==> src/rtl/mmcm_lock_sequencer.sv <==
// MMCM reset/lock sequencer on the startup oscillator clock: pulses the MMCM
// reset, qualifies lock, releases the fabric reset, retries and latches faults.
module mmcm_lock_sequencer #(
    parameter int RST_CYC    = 32,
    parameter int LOCK_TO    = 4096,
    parameter int STABLE_CYC = 256,
    parameter int MAX_RETRY  = 7
) (
    input  logic       CLK,
    input  logic       RST,
    input  logic       EOS,
    input  logic       DAQ_MMCM_LOCK,
    input  logic       FORCE_RESYNC,
    output logic       DAQ_MMCM_RST,
    output logic       SYS_RST,
    output logic       READY,
    output logic       FAULT,
    output logic [3:0] RETRY_CNT,
    output logic [7:0] LOCK_LOSS_CNT,
    output logic [2:0] STATE
);
    localparam int MAX_A   = (RST_CYC > LOCK_TO) ? RST_CYC : LOCK_TO;
    localparam int MAX_CYC = (MAX_A > STABLE_CYC) ? MAX_A : STABLE_CYC;
    localparam int CNT_W   = $clog2(MAX_CYC + 1);

    localparam logic [CNT_W-1:0] RST_LAST    = CNT_W'(RST_CYC - 1);
    localparam logic [CNT_W-1:0] LOCK_LAST   = CNT_W'(LOCK_TO - 1);
    localparam logic [CNT_W-1:0] STABLE_LAST = CNT_W'(STABLE_CYC - 1);
    localparam logic [3:0]       RETRY_MAX   = 4'(MAX_RETRY);

    localparam logic [2:0] S_WAIT_EOS  = 3'd0;
    localparam logic [2:0] S_MMCM_RST  = 3'd1;
    localparam logic [2:0] S_WAIT_LOCK = 3'd2;
    localparam logic [2:0] S_STABLE    = 3'd3;
    localparam logic [2:0] S_RUN       = 3'd4;
    localparam logic [2:0] S_FAULT     = 3'd5;

    logic [2:0]       state_q, state_d;
    logic [CNT_W-1:0] cnt_q, cnt_d;
    logic [3:0]       retry_q, retry_d;
    logic [7:0]       loss_q, loss_d;
    logic             lock_meta_q, lock_s_q;
    logic             daq_rst_q, daq_rst_d;
    logic             sys_rst_q, sys_rst_d;
    logic             ready_q, ready_d;
    logic             fault_q, fault_d;

    always_ff @(posedge CLK) begin
        if (RST) begin
            state_q     <= S_WAIT_EOS;
            cnt_q       <= '0;
            retry_q     <= '0;
            loss_q      <= '0;
            lock_meta_q <= 1'b0;
            lock_s_q    <= 1'b0;
            daq_rst_q   <= 1'b1;
            sys_rst_q   <= 1'b1;
            ready_q     <= 1'b0;
            fault_q     <= 1'b0;
        end else begin
            state_q     <= state_d;
            cnt_q       <= cnt_d;
            retry_q     <= retry_d;
            loss_q      <= loss_d;
            lock_meta_q <= DAQ_MMCM_LOCK;
            lock_s_q    <= lock_meta_q;
            daq_rst_q   <= daq_rst_d;
            sys_rst_q   <= sys_rst_d;
            ready_q     <= ready_d;
            fault_q     <= fault_d;
        end
    end

    always_comb begin
        state_d = state_q;
        cnt_d   = cnt_q;
        retry_d = retry_q;
        loss_d  = loss_q;
        case (state_q)
            S_WAIT_EOS: begin
                if (EOS) state_d = S_MMCM_RST;
            end
            S_MMCM_RST: begin
                cnt_d = cnt_q + 1'b1;
                if (cnt_q == RST_LAST) state_d = S_WAIT_LOCK;
            end
            S_WAIT_LOCK: begin
                cnt_d = cnt_q + 1'b1;
                // Lock beats a coincident timeout.
                if (lock_s_q) begin
                    state_d = S_STABLE;
                end else if (cnt_q == LOCK_LAST) begin
                    retry_d = retry_q + 4'd1;
                    state_d = (retry_d == RETRY_MAX) ? S_FAULT : S_MMCM_RST;
                end
            end
            S_STABLE: begin
                if (!lock_s_q) begin
                    state_d = S_WAIT_LOCK;
                end else begin
                    cnt_d = cnt_q + 1'b1;
                    if (cnt_q == STABLE_LAST) state_d = S_RUN;
                end
            end
            S_RUN: begin
                // A loss coinciding with a resync request is still counted.
                if (!lock_s_q) begin
                    if (loss_q != 8'hFF) loss_d = loss_q + 8'd1;
                    retry_d = '0;
                    state_d = S_MMCM_RST;
                end else if (FORCE_RESYNC) begin
                    retry_d = '0;
                    state_d = S_MMCM_RST;
                end
            end
            S_FAULT: begin
                if (FORCE_RESYNC) begin
                    retry_d = '0;
                    state_d = S_MMCM_RST;
                end
            end
            default: state_d = S_WAIT_EOS;
        endcase
        if (state_d != state_q) cnt_d = '0;
    end

    // Decoded from the next state so the flags move on the same edge as STATE.
    always_comb begin
        daq_rst_d = 1'b1;
        sys_rst_d = 1'b1;
        ready_d   = 1'b0;
        fault_d   = 1'b0;
        case (state_d)
            S_WAIT_LOCK, S_STABLE: daq_rst_d = 1'b0;
            S_RUN: begin
                daq_rst_d = 1'b0;
                sys_rst_d = 1'b0;
                ready_d   = 1'b1;
            end
            S_FAULT: fault_d = 1'b1;
            default: ;
        endcase
    end

    assign DAQ_MMCM_RST  = daq_rst_q;
    assign SYS_RST       = sys_rst_q;
    assign READY         = ready_q;
    assign FAULT         = fault_q;
    assign RETRY_CNT     = retry_q;
    assign LOCK_LOSS_CNT = loss_q;
    assign STATE         = state_q;
endmodule

==> config.mk <==
export PLATFORM = sky130hd
export DESIGN_NAME = mmcm_lock_sequencer
export DESIGN_NICKNAME = d
export VERILOG_FILES = /design/src/rtl/mmcm_lock_sequencer.sv
export SDC_FILE = /design/constraint.sdc
export NUM_CORES = 1
export LEC_CHECK = 0
export CAP_MARGIN = 20
export CELL_PAD_IN_SITES_DETAIL_PLACEMENT = 1
export CELL_PAD_IN_SITES_GLOBAL_PLACEMENT = 1
export CORE_ASPECT_RATIO = 0.75
export CORE_MARGIN = 5
export CORE_UTILIZATION = 41
export DETAILED_ROUTE_END_ITERATION = 7
export HOLD_SLACK_MARGIN = 0.05
export PLACE_DENSITY = 0.78
export SYNTH_ARGS = -nofsm -noshare
export SYNTH_HDL_FRONTEND = slang
export SYNTH_SLANG_ARGS = --single-unit
==> constraint.sdc <==
create_clock -name CLK -period 2.22 [get_ports CLK]
set_clock_uncertainty 0.1 [all_clocks]
set_input_delay 0.444 -clock CLK [delete_from_list [all_inputs] [get_ports CLK]]
set_output_delay 0.444 -clock CLK [all_outputs]
set_load 0.01 [all_outputs]
==> impl_metrics.json <==
{
  "rr_startpoint": "lock_s_q",
  "async_reset_ff_frac": 0,
  "cts_tree": "yes",
  "ys.flop_type": "dfxtp_1",
  "start_kind": "flip-flop",
  "power_leakage_nw": 0.903,
  "syn_inst": 206,
  "root_buffer": "clkbuf_8",
  "num_rows": 21,
  "tightest_slew_ps": 648,
  "die_h_um": 67.7,
  "fin_total_pwr_mw": 1.43,
  "worst-r2r-cell-count": 5,
  "path_clk_slew_ps": 70,
  "hold_path_class": "flip-flop to flip-flop",
  "worst_slack_ps": 142,
  "wl_per_cell_um": 15.9,
  "num_antenna_cells": 0,
  "h-tree-depth": 2,
  "setup_viol": 0,
  "dp_hpwl_mm": 3.41,
  "crit_fanout": 10,
  "powerDensity_mw_per_mm2": 605,
  "worstSetupEndpointType": "flip-flop",
  "maxCapViolCount": 0,
  "fmax_ghz": 0.481,
  "crit_end": "cnt_q[9]",
  "antenna_left": 0,
  "synth-xor-area-share": 0.0867,
  "drcViolationCount": 0,
  "cts_setup_buffers": 0,
  "pre_cts_slack_ps": 164,
  "finalWirelength_mm": 4.84,
  "rsz0062_at_grt": "false",
  "stdcell_area_mm2": 0.00236,
  "fin_crit_ps": 2080,
  "clock_latency_ps": 290,
  "dp_cells": 296,
  "synth-edff-count": 0,
  "fin_crit_sh": 0.936,
  "p_seq_frac": 0.435,
  "area_growth_syn_to_layout_pct": 30.0,
  "peakVddDrop_mv": 0.514,
  "synth_top_family_by_area": "simple AND/OR/NAND/NOR gates",
  "grt_pass1_wl_mm": 8.11,
  "crit_type": "flip-flop to flip-flop",
  "fin_tns_setup_ps": 0,
  "syn_nets": 215,
  "ys_seq_elements": 34,
  "synth_compound_area_frac": 0.150,
  "via_per_inst": 5.29,
  "gp_congestion": 0.793,
  "post_cts_resized": 0,
  "whs_ps": 351,
  "dieArea_mm2": 0.00588,
  "cts_sinks": 34,
  "required_ps": 2300,
  "coreArea_mm2": 0.00439,
  "syn_avg_cell_area_um2": 8.83,
  "final_util": 0.539,
  "synth_cell_types": 52,
  "syn_area_mm2": 0.00182,
  "vias": 1608,
  "r2r_end": "cnt_q[9]",
  "ys_warn_count": 0,
  "cts_buffers": 5,
  "drtIter0Drc": 41,
  "grt_overflow": 0,
  "drive_above_1_share": 0.158,
  "synth-simple-area-share": 0.307,
  "run_status": "complete, no violations",
  "clk_path_buf_depth": 2,
  "holdBufCountCts": 0,
  "ios": 24,
  "switching_power_uw": 290,
  "maxSlewHeadroom": 0.564,
  "worst-r2r-setup-slack_ps": 140,
  "yosys.area_share.adder": 0.0275,
  "layout.nets": 255,
  "portBuffers": 23,
  "power_frac_clock": 0.496,
  "hold_viol_final": 0,
  "synthMuxAreaShare": 0.0172,
  "first_pass_iters": 4,
  "final_cell_count_no_fill": 304,
  "cp-startpoint": "lock_s_q",
  "die_w_um": 86.9,
  "swShare": 0.203,
  "start_util": 0.415,
  "grt_max_degree": 17,
  "grt_pass1_vias": 1663,
  "pwr-share-comb": 0.069,
  "crit_arrival_ps": 2160,
  "antenna_found_initial": 0,
  "intPower_mw": 1.14,
  "drv_slew": 0,
  "dpl_cell_area_mm2": 0.00222,
  "grt_usage": 0.182,
  "seq_area_frac_synth": 0.374
}
## worst min-delay path by stage
stage,startpoint,endpoint,slack [ps],cells after the start
floorplan,lock_meta_q,lock_s_q,310,1
global placement,lock_meta_q,lock_s_q,320,1
detailed placement,lock_meta_q,lock_s_q,340,1
CTS,lock_meta_q,lock_s_q,350,1
global route,lock_meta_q,lock_s_q,380,1
finish,lock_meta_q,lock_s_q,350,1
## registers in the layout, summed over array words and instances (netlist names)
| name | flops |
|---|---|
| DAQ_MMCM_RST | 1 |
| FAULT | 1 |
| LOCK_LOSS_CNT | 8 |
| READY | 1 |
| RETRY_CNT | 4 |
| STATE | 3 |
| SYS_RST | 1 |
| cnt_q | 13 |
| lock_meta_q | 1 |
| lock_s_q | 1 |
## layer usage
metal,global-route usage,share of wire,vias up
li1,-,-,799
met1,0.238,0.51,780
met2,0.288,0.44,22
met3,0.0439,0.036,7
met4,0.0759,0.016,0
met5,0,0,-
## worst max-delay path, stage by stage (launching register included)
cell,delay (ps)
dfxtp_1,540
and3b_1,290
nor4_2,580
nand4_1,210
xor2_1,200
nor2_1,60
## cell families (layout without fill, tap and decap cells)
logic type | count (synthesis) | after routing
AO/OA/AOI/OAI | 36 | 36
buffers and inverters | 14 | 55
multiplexers | 3 | 3
XOR/XNOR | 18 | 18
adder cells (fa/ha/maj) | 4 | 4
AND/OR/NAND/NOR | 97 | 97
flip-flops | 34 | 34
## area by class of cell
cell class / count / area, µm²
fillers: 520 / 2020
multi-input cells: 158 / 1070
flip-flops and latches: 34 / 681
repair buffers: 41 / 378
clock buffers: 6 / 82.6
well taps: 57 / 71.3
clock inverters: 2 / 60.1
inverters: 6 / 22.5
## power groups by stage
stage / clock network (mW) / logic (mW) / registers, mW
after floorplan: 0 / 0.0598 / 0.632
after global placement: 0 / 0.0949 / 0.635
after detailed placement: 0 / 0.0973 / 0.636
after CTS: 0.730 / 0.0995 / 0.622
after global routing: 0.756 / 0.108 / 0.622
final: 0.710 / 0.0987 / 0.622
## placed cells by master, fill, tap and decap left out, drive strengths merged, types with 7 or more instances in the layout
cell	instances
dfxtp	34
buf	18
nand3	9
a21oi	13
clkdlybuf4s50	23
nand2	16
o21ai	7
nand4	7
nor2	29
xnor2	8
xor2	10
nor3	7
## synthesized netlist by cell type (2+ instances only)
cell	number	area, µm²
a211oi_1	2	15.0
nand4_1	6	37.5
nand3_1	9	45.0
clkbuf_1	2	7.51
nor2_1	29	109
nand2_1	16	60.1
buf_2	4	20.0
ha_1	4	50.1
inv_1	6	22.5
a31oi_1	2	12.5
dfxtp_1	34	681
and2_1	4	25.0
a21oi_1	13	65.1
xnor2_1	8	70.1
nor2b_1	4	25.0
nor3_1	6	30.0
xor2_1	10	87.6
o21ai_0	6	30.0
mux2i_1	2	20.0
nor4_1	2	12.5
nand2b_1	4	25.0
and3_1	3	18.8
Note: power is estimated with default switching activity, not from simulation.
